--- src/rtl/cdp_lut_idx_gen.sv ---
// -----------------------------------------------------------------------------
// cdp_lut_idx_gen
// Front end of the CDP LUT-interpolation path. Each signed 32-bit operand is
// turned into a LUT index plus a Q16 fraction, clamped on underflow/overflow.
// The two neighbouring LUT entries are fetched with one pair read, and an
// interpolation request (y0, y1, saturated base, scale, shift) is issued.
//
// Ports
//   nvdla_core_clk / nvdla_core_rst : clock, synchronous active-high reset
//   lut_in_pd/_vld/_rdy             : operand stream (signed x)
//   cfg_lut_start                   : signed table origin
//   cfg_lut_index_shift             : log2 of entry spacing (clamped to 16)
//   lut_rd_en / lut_rd_addr         : pair read of entries addr and addr+1
//   lut_rd_data_lo / _hi            : entries, valid one cycle after lut_rd_en
//   interp_in0_pd / interp_in1_pd   : y0 (sign-extended) / y1
//   interp_in_pd                    : int16-saturated y0, sign-extended
//   interp_in_scale / _shift        : {1'b0, frac} / constant 16
//   interp_in_vld / interp_in_rdy   : request handshake
//   cnt_clr, cnt_hit/uflow/oflow    : statistics counters
//
// Handshakes: a transfer happens on a cycle where valid and ready are both
// high; valid never depends on ready and, once raised, the payload is held
// until the transfer completes.
//
// Optional feature: define CDP_LUT_IDX_STAT_EN to build the saturating
// statistics counters. Without it the counters read 0 and cnt_clr is ignored.
// -----------------------------------------------------------------------------
module cdp_lut_idx_gen #(
   parameter int LUT_DEPTH = 65,
   parameter int LUT_AW    = 7
) (
   input  logic              nvdla_core_clk,
   input  logic              nvdla_core_rst,
   input  logic [31:0]       lut_in_pd,
   input  logic              lut_in_vld,
   output logic              lut_in_rdy,
   input  logic [31:0]       cfg_lut_start,
   input  logic [4:0]        cfg_lut_index_shift,
   output logic              lut_rd_en,
   output logic [LUT_AW-1:0] lut_rd_addr,
   input  logic [37:0]       lut_rd_data_lo,
   input  logic [37:0]       lut_rd_data_hi,
   output logic [38:0]       interp_in0_pd,
   output logic [37:0]       interp_in1_pd,
   output logic [16:0]       interp_in_pd,
   output logic [16:0]       interp_in_scale,
   output logic [5:0]        interp_in_shift,
   output logic              interp_in_vld,
   input  logic              interp_in_rdy,
   input  logic              cnt_clr,
   output logic [31:0]       cnt_hit,
   output logic [31:0]       cnt_uflow,
   output logic [31:0]       cnt_oflow
);

   localparam logic [32:0]       OFLOW_IDX  = 33'(LUT_DEPTH - 1);
   localparam logic [LUT_AW-1:0] OFLOW_ADDR = LUT_AW'(LUT_DEPTH - 2);

   // Stage A: classified operand waiting for its read slot
   logic              a_vld_q, a_vld_d;
   logic [LUT_AW-1:0] a_addr_q, a_addr_d;
   logic [15:0]       a_frac_q, a_frac_d;
   logic              a_uf_q, a_uf_d;
   logic              a_of_q, a_of_d;

   // Metadata of the read issued last cycle (data arrives this cycle)
   logic              rd_vld_q;
   logic [15:0]       rd_frac_q;
   logic              rd_uf_q, rd_of_q;

   // Two-entry in-order output buffer
   logic [37:0]       buf_y0_q   [2];
   logic [37:0]       buf_y1_q   [2];
   logic [15:0]       buf_frac_q [2];
   logic              wr_ptr_q, rd_ptr_q;
   logic [1:0]        occ_q, occ_d;

   logic              accept, go, pop, push;
   logic [2:0]        occ_after;
   logic signed [32:0] diff;
   logic [4:0]        sh;
   logic [32:0]       idx;
   logic [31:0]       low_bits;
   logic              in_uf, in_of;
   logic [37:0]       push_y0, push_y1;
   logic [37:0]       out_y0, out_y1;
   logic [15:0]       out_frac, out_sat;

   // Handshake and read-slot control. A read is only issued when the buffer
   // is guaranteed to have room for its return one cycle later, because the
   // return itself cannot be stalled.
   assign pop           = interp_in_vld & interp_in_rdy;
   assign push          = rd_vld_q;
   assign interp_in_vld = (occ_q != 2'd0);
   assign occ_after     = {1'b0, occ_q} + {2'b0, rd_vld_q} - {2'b0, pop};
   assign go            = (occ_after < 3'd2);
   assign lut_rd_en     = a_vld_q & go;
   assign lut_rd_addr   = a_addr_q;
   assign lut_in_rdy    = ~a_vld_q | go;
   assign accept        = lut_in_vld & lut_in_rdy;

   // Operand classification and stage A next state
   always_comb begin
      diff     = $signed({lut_in_pd[31], lut_in_pd}) - $signed({cfg_lut_start[31], cfg_lut_start});
      sh       = (cfg_lut_index_shift > 5'd16) ? 5'd16 : cfg_lut_index_shift;
      idx      = $unsigned(diff) >> sh;
      low_bits = diff[31:0] & ((32'd1 << sh) - 32'd1);
      in_uf    = diff[32];
      in_of    = ~diff[32] & (idx >= OFLOW_IDX);

      a_vld_d  = a_vld_q;
      a_addr_d = a_addr_q;
      a_frac_d = a_frac_q;
      a_uf_d   = a_uf_q;
      a_of_d   = a_of_q;
      if (accept) begin
         a_vld_d = 1'b1;
         a_uf_d  = in_uf;
         a_of_d  = in_of;
         if (in_uf) begin
            a_addr_d = '0;
            a_frac_d = '0;
         end else if (in_of) begin
            a_addr_d = OFLOW_ADDR;
            a_frac_d = '0;
         end else begin
            a_addr_d = idx[LUT_AW-1:0];
            // remainder left-aligned into Q16
            a_frac_d = 16'(low_bits << (5'd16 - sh));
         end
      end else if (lut_rd_en) begin
         a_vld_d = 1'b0;
      end
   end

   always_ff @(posedge nvdla_core_clk) begin
      if (nvdla_core_rst) begin
         a_vld_q   <= 1'b0;
         a_addr_q  <= '0;
         a_frac_q  <= '0;
         a_uf_q    <= 1'b0;
         a_of_q    <= 1'b0;
         rd_vld_q  <= 1'b0;
         rd_frac_q <= '0;
         rd_uf_q   <= 1'b0;
         rd_of_q   <= 1'b0;
      end else begin
         a_vld_q   <= a_vld_d;
         a_addr_q  <= a_addr_d;
         a_frac_q  <= a_frac_d;
         a_uf_q    <= a_uf_d;
         a_of_q    <= a_of_d;
         rd_vld_q  <= lut_rd_en;
         if (lut_rd_en) begin
            rd_frac_q <= a_frac_q;
            rd_uf_q   <= a_uf_q;
            rd_of_q   <= a_of_q;
         end
      end
   end

   // Clamped operands use a single entry for both ends so the interpolation
   // collapses to a constant regardless of frac.
   assign push_y0 = rd_of_q ? lut_rd_data_hi : lut_rd_data_lo;
   assign push_y1 = rd_uf_q ? lut_rd_data_lo : lut_rd_data_hi;
   assign occ_d   = occ_q + {1'b0, push} - {1'b0, pop};

   always_ff @(posedge nvdla_core_clk) begin
      if (nvdla_core_rst) begin
         wr_ptr_q <= 1'b0;
         rd_ptr_q <= 1'b0;
         occ_q    <= 2'd0;
         for (int i = 0; i < 2; i++) begin
            buf_y0_q[i]   <= '0;
            buf_y1_q[i]   <= '0;
            buf_frac_q[i] <= '0;
         end
      end else begin
         if (push) begin
            buf_y0_q[wr_ptr_q]   <= push_y0;
            buf_y1_q[wr_ptr_q]   <= push_y1;
            buf_frac_q[wr_ptr_q] <= rd_frac_q;
            wr_ptr_q             <= ~wr_ptr_q;
         end
         if (pop) begin
            rd_ptr_q <= ~rd_ptr_q;
         end
         occ_q <= occ_d;
      end
   end

   // Output formation; payload reads zero whenever no request is pending
   always_comb begin
      out_y0   = interp_in_vld ? buf_y0_q[rd_ptr_q]   : '0;
      out_y1   = interp_in_vld ? buf_y1_q[rd_ptr_q]   : '0;
      out_frac = interp_in_vld ? buf_frac_q[rd_ptr_q] : '0;
      if ($signed(out_y0) > 38'sd32767) begin
         out_sat = 16'h7fff;
      end else if ($signed(out_y0) < -38'sd32768) begin
         out_sat = 16'h8000;
      end else begin
         out_sat = out_y0[15:0];
      end
   end

   assign interp_in0_pd   = {out_y0[37], out_y0};
   assign interp_in1_pd   = out_y1;
   assign interp_in_pd    = {out_sat[15], out_sat};
   assign interp_in_scale = {1'b0, out_frac};
   assign interp_in_shift = 6'd16;

`ifdef CDP_LUT_IDX_STAT_EN
   logic [31:0] cnt_hit_q, cnt_uflow_q, cnt_oflow_q;

   // Counters saturate; clear wins over a same-cycle increment
   always_ff @(posedge nvdla_core_clk) begin
      if (nvdla_core_rst || cnt_clr) begin
         cnt_hit_q   <= '0;
         cnt_uflow_q <= '0;
         cnt_oflow_q <= '0;
      end else if (accept) begin
         if (in_uf) begin
            if (cnt_uflow_q != 32'hffff_ffff) cnt_uflow_q <= cnt_uflow_q + 32'd1;
         end else if (in_of) begin
            if (cnt_oflow_q != 32'hffff_ffff) cnt_oflow_q <= cnt_oflow_q + 32'd1;
         end else begin
            if (cnt_hit_q != 32'hffff_ffff) cnt_hit_q <= cnt_hit_q + 32'd1;
         end
      end
   end

   assign cnt_hit   = cnt_hit_q;
   assign cnt_uflow = cnt_uflow_q;
   assign cnt_oflow = cnt_oflow_q;
`else
   logic unused_cnt_clr;
   assign unused_cnt_clr = cnt_clr;
   assign cnt_hit   = '0;
   assign cnt_uflow = '0;
   assign cnt_oflow = '0;
`endif

endmodule
--- config.mk ---
export PLATFORM = sky130hd
export DESIGN_NAME = cdp_lut_idx_gen
export DESIGN_NICKNAME = d
export VERILOG_FILES = /design/src/rtl/cdp_lut_idx_gen.sv
export SDC_FILE = /design/constraint.sdc
export NUM_CORES = 1
export LEC_CHECK = 0
export BUFFER_PORTS_ARGS = -buffer_cell sky130_fd_sc_hd__buf_2
export CORE_ASPECT_RATIO = 1.2
export CORE_MARGIN = 2
export CORE_UTILIZATION = 35
export CTS_CLUSTER_SIZE = 14
export DETAILED_ROUTE_END_ITERATION = 7
export HOLD_SLACK_MARGIN = 0.1
export PLACE_DENSITY = 0.57
export SLEW_MARGIN = 40
export SYNTH_ARGS = -nofsm -noshare
export SYNTH_HDL_FRONTEND = slang
export SYNTH_SLANG_ARGS = --single-unit
--- constraint.sdc ---
create_clock -name nvdla_core_clk -period 17.4 [get_ports nvdla_core_clk]
set_input_delay 2.61 -clock nvdla_core_clk [delete_from_list [all_inputs] [get_ports nvdla_core_clk]]
set_output_delay 2.61 -clock nvdla_core_clk [all_outputs]
set_load 0.005 [all_outputs]
# After elaboration in Yosys (flattened, before gate mapping)
# Memory sizes are Yosys's and may differ from the RTL's. A register that Yosys moved wholly into a read port is not among the register bits.
# Cells that the tools add are included.
dict set report totals {
  mem_count 3
  elab_cells 79
  mem_bits_rw 184
  ff_bits 49
  out_inout_bits 223
  inputBits 150
}
dict set report op_classes {
  reduce_logical 5
  n_mux 34
  bitwise 10
  shifts 3
  n_lt_le_gt_ge 5
  add_sub_neg 7
}
# name words width read_ports rd_ports_with_merged_regs wr line_no
set mem_list {}
lappend mem_list {buf_y0_q 2 38 1 1 2 72} ;# logic [37:0] buf_y0_q [2];
lappend mem_list {buf_y1_q 2 38 1 1 2 73} ;# logic [37:0] buf_y1_q [2];
lappend mem_list {buf_frac_q 2 16 1 1 2 74} ;# logic [15:0] buf_frac_q [2];
# operator count
set ops {}
lappend ops {{38-bit two-way mux} 6}
lappend ops {{16-bit two-way mux} 6}
lappend ops {{38-bit OR reduction} 2}
lappend ops {{38-bit by 16-bit greater-than comparator with 1-bit output, second input constant} 1}
lappend ops {{38-bit by 16-bit less-than comparator with 1-bit output, second input constant} 1}
lappend ops {{33-bit by 7-bit >= comparator with 1-bit output, second input constant} 1}
lappend ops {{33-bit by 5-bit right shift with 33-bit output} 1}
lappend ops {{32-bit by 32-bit subtractor with 33-bit output} 1}
lappend ops {{32-bit AND} 1}
lappend ops {{1-bit by 5-bit left shift with 32-bit output, first input constant} 1}
lappend ops {{32-bit by 5-bit left shift with 16-bit output} 1}
lappend ops {{32-bit by 1-bit subtractor with 32-bit output, second input constant} 1}
lappend ops {{1-bit two-way mux} 19}
lappend ops {{16-bit OR reduction} 1}
lappend ops {{7-bit two-way mux} 2}
lappend ops {{5-bit greater-than comparator, second input constant} 1}
lappend ops {{5-bit two-way mux} 1}
lappend ops {{5-bit subtractor, first input constant} 1}
lappend ops {{1-bit AND} 4}
lappend ops {{1-bit inverter} 4}
lappend ops {{2-bit nonzero test} 2}
lappend ops {{2-bit by 1-bit adder with 3-bit output} 1}
lappend ops {{3-bit by 2-bit less-than comparator with 1-bit output, second input constant} 1}
lappend ops {{3-bit by 1-bit subtractor with 3-bit output} 1}
lappend ops {{other kinds (3)} 3}

# Depth between registers and ports, before layout
dict set report depth {
  word_depth 8
  ltp_mapped 22
  ltp_nobuf 17
}

# Worst setup path after synthesis
# No wires, ideal clock.
dict set report synth_path {
  kind {register to register}
  startpoint {register rd_vld_q (netlist: push)}
  endpoint {memory buf_frac_q[0][0] (enable)}
  path_buffers 0
  required_ns 16.731
  arrival_time_ns 6.903
  stages_incl_launch_ff 3
  setup_time_ns 0.669
  synth_period_minus_slack_ns 7.572
  setup_slack_ns 9.828
  cell_sequence {dfxtp_1 > inv_1 > o21ai_0}
}
# element line_no
set synth_lines {}
lappend synth_lines {{from (decl)} 67} ;# logic rd_vld_q;
lappend synth_lines {{from (signal assigned)} 153} ;# rd_vld_q <= lut_rd_en;
lappend synth_lines {{to (decl)} 74}

# Worst setup path in the final report
dict set report layout_path {
  startpoint {input port interp_in_rdy}
  endpoint {output port lut_rd_en}
}
dict set report layout_between {
  elab_chain_cells 4
}
# element line_no
set layout_lines {}
lappend layout_lines {{from (decl)} 49} ;# input logic interp_in_rdy,
lappend layout_lines {{1-bit AND} 92} ;# assign pop = interp_in_vld & interp_in_rdy;
lappend layout_lines {{named net pop} 78} ;# logic accept, go, pop, push;
lappend layout_lines {{3-bit by 1-bit subtractor with 3-bit output} 95} ;# assign occ_after = {1'b0, occ_q} + {2'b0, rd_vld_q} - {2'b0, pop};
lappend layout_lines {{3-bit by 2-bit less-than comparator with 1-bit output} 96} ;# assign go = (occ_after < 3'd2);
lappend layout_lines {{1-bit AND} 97} ;# assign lut_rd_en = a_vld_q & go;
lappend layout_lines {{to (decl)} 39} ;# output logic lut_rd_en,
# The timed path passes the listed nets, and every way through them passes these cells.

==> flow_summary_export.csv <==
group,metric,value,unit
critical_path,worstPathMaxFanout,20,
run,cap_violations,0,
cts,cts_resized,0,
place,port_buffers,268,
drt,drc,0,
layout,final_cells,2793,
drt,met2_length,26.2,mm
floorplanning,initial_core_util,0.355,
sta,worst_pin_slew,0.892,ns
drt,vias_per_cell,5.39,
logic_synthesis,synth_area_leaders,"edfxtp_1 32%, mux2i_1 11%, nor2_1 8.5%",
cts,clkSinkCount,234,
cts,clkTransAtPathRegs,0.07,ns
logic_synthesis,ys_ff_latch,234,
cts,cts_tree,"done",
critical_path,critPathKind,"input pin to output port",
cts,post_cts_buffers,0,
layout,layout-drive-gt1-share,0.182,
global_route,grt_pass1_vias,14000,
sta,final_hold_viol_count,0,
cts,h-tree-depth,1,
critical_path,worst_setup_path_start_kind,"input pin",
layout,nNetsFinal,2334,
place,place.gp.congestion,0.922,
critical_path,endpoint_kind,"output port",
drt,wl_met3,3.35,mm
sta,setup_viol,0,
global_route,overflow,0,
place,place_hpwl,38.5,mm
drt,first_pass_iters,5,
logic_synthesis,synthCells,1950,
drt,wirelength,52.5,mm
sta,fmax,0.130,GHz
drt,ant_nets,0,
logic_synthesis,async_flop_share,0,
cts,clk_latency,0.51,ns
drt,top_layer,"met5",
global_route,antenna_found_initial,5,
logic_synthesis,synth.yosys.seq_area_share,0.381,
cts,numCtsBuffers,22,
floorplanning,die_x,206,um
sta,rsz0062_at_grt,"false",
logic_synthesis,synth_top_area_share,0.323,
power,power_density,99.5,mW/mm^2
sta,fin_skew,0.0107,ns
sta,slew-limit-headroom,0.403,
floorplanning,ioPinCount,373,
logic_synthesis,syn_avg_cell_area,8.77,um^2
drt,met1_length,21.2,mm
critical_path,critPathRequiredTime,14.79,ns
layout,synthToLayoutAreaGrowth,12.5,%
sta,fin_tns_setup,0,ns
drt,drt_iter0_drc,1051,
sta,fin_crit,7.72,ns
global_route,grt_max_degree,78,
cts,hold_buffers,0,
global_route,grt_use_total,0.198,
power,ir_worst_vdd,59.9,uV
global_route,grt_pass1_wl,79.4,mm
power,leakage,7.60,nW
floorplanning,num_rows,88,
drt,vias,15100,
sta,finalMaxSlewViolations,0,
critical_path,cp_slowest_stage_delay,0.47,ns
floorplanning,die_y,246,um
outcome,status,"complete, no violations",
logic_synthesis,synth.cell_area,0.0171,mm^2
logic_synthesis,synth-main-ff-cell,"edfxtp_1",
critical_path,crit_arrival,5.11,ns
floorplanning,die_area,0.0507,mm^2
sta,period_share,0.443,
place,dpl.cell_count,2747,
floorplanning,fp.coreArea,0.0482,mm^2
critical_path,critPathSlowestCell,"clkinv_1",
logic_synthesis,yosys.area.top_type,"edfxtp_1",
cts,cts_root_buf,"clkbuf_16",
drt,wl_per_cell,18.8,um
min_path,hold_path.class,"flip-flop to flip-flop",
layout,fin_util,0.399,
logic_synthesis,yosys_warnings,0,
critical_path,crit_chain,"buf_2 > and2_1 > ha_1 > inv_1 > ha_1 > inv_1 > fa_1 > xnor2_1 > nand3_1 > buf_4 > clkinv_1 > buf_2",
logic_synthesis,synth-edff-count,184,
logic_synthesis,synth_cell_types,99,
cts,cts_buffer_depth,3,
sta,hold_slack,0.454,ns
cells by family (layout without fill, tap and decap cells):
logic type / count (synthesis) / in the layout / synth area share
fa+ha+maj: 43 / 43 / 0.0323
flops: 234 / 234 / 0.381
compound gates: 408 / 408 / 0.168
mux: 192 / 192 / 0.115
xor+xnor: 29 / 29 / 0.0164
buf+inv: 281 / 385 / 0.0877
other cells: 2 / 111 / 0.000439
simple gates: 761 / 761 / 0.198
synth_stat cells, types with 8 or more instances:
cell type  instances
ha_1              41
a311oi_1           9
clkbuf_1          71
nand2_1          153
dfxtp_1           50
and2_1            49
a22oi_1            9
xor2_1            15
o211ai_1          15
a22o_1            12
nand4_1           20
a211oi_1          22
buf_1             26
edfxtp_1         184
a31oi_1           11
mux2i_1          185
nor3_1            47
buf_4            111
a21o_1            16
o21ai_0           55
a211oi_2           8
o21ai_1           18
a21oi_1          113
buf_2             10
nand3_1           27
nor4_1            13
and3_1            10
xnor2_1           12
nand2b_1          11
inv_1             57
o22ai_1           14
nor2_1           386
cell type report:
type | count | area, um^2
fillers | 4884 | 29000
clock inverters | 8 | 42.5
multi-input cells | 1536 | 9520
well taps | 630 | 788
inverters | 60 | 225
clock buffers | 30 | 623
diodes | 8 | 20.0
flip-flops and latches | 234 | 6530
repair buffers | 287 | 1500
worst paths after layout:
kind / depth (start not counted) / start / slack, ns / endpoint
worst min register to register: 2 / a_frac_q[5]$_SDFFE_PP0P_ / 0.45 / rd_frac_q[5]$_SDFFE_PP0P_
worst max-delay path: 12 / interp_in_rdy / 9.68 / lut_rd_en
worst max register to register: 16 / occ_q[1]$_SDFF_PP0_ / 12.32 / a_frac_q[12]$_SDFFE_PP0P_
worst min-delay path: 2 / a_frac_q[5]$_SDFFE_PP0P_ / 0.45 / rd_frac_q[5]$_SDFFE_PP0P_
registers in the layout, indices dropped and copies added, names as in the netlist, named ones only:
name         count
wr_ptr_q         1
rd_of_q          1
a_frac_q        16
a_vld_q          1
occ_q            2
rd_ptr_q         1
rd_frac_q       16
buf_y1_q        76
a_uf_q           1
buf_y0_q        76
rd_uf_q          1
lut_rd_addr      7
buf_frac_q      32
push             1
a_of_q           1
cell usage in the layout (no fill, tap or decap), types with 49 or more instances in the layout:
| master | synthesis | layout |
|---|---|---|
| nor2_1 | 386 | 384 |
| buf_2 | 10 | 268 |
| mux2i_1 | 185 | 185 |
| edfxtp_1 | 184 | 184 |
| nand2_1 | 153 | 152 |
| a21oi_1 | 113 | 113 |
| conb_1 | 2 | 103 |
| inv_1 | 57 | 58 |
| o21ai_0 | 55 | 54 |
| and2_1 | 49 | 49 |
worst max-delay path, delay by kind of cell:
| kind | cells | cell delay, ns |
|---|---|---|
| adders and majority gates | 3 | 0.83 |
| xor gates and xnor gates | 1 | 0.16 |
| buffers and inverters | 6 | 1.21 |
| and+or+nand+nor | 2 | 0.28 |
through the flow:
step	power (mW)	worst slack [ns]	area [um^2]
2_1_floorplan	1.23	9.83	17500
3_3_place_gp	1.46	9.72	18500
3_5_place_dp	1.47	9.66	18600
4_1_cts	1.93	9.65	19200
5_1_grt	2.03	9.49	19200
6_report	1.92	9.68	19200
per-layer routing:
metal | up-vias | GRT usage
li1 | 7190 | -
met1 | 7157 | 0.245
met2 | 603 | 0.355
met3 | 98 | 0.0202
met4 | 4 | 0.0710
met5 | - | 0
report_power, final:
part           leakage, nW  switching (mW)  internal (mW)  total (mW)
Sequential            2.32          0.0382          0.667       0.705
Clock                0.328           0.200          0.251       0.452
Combinational         4.96           0.476          0.282       0.758
No activity file was read; power rests on OpenSTA's default activity.
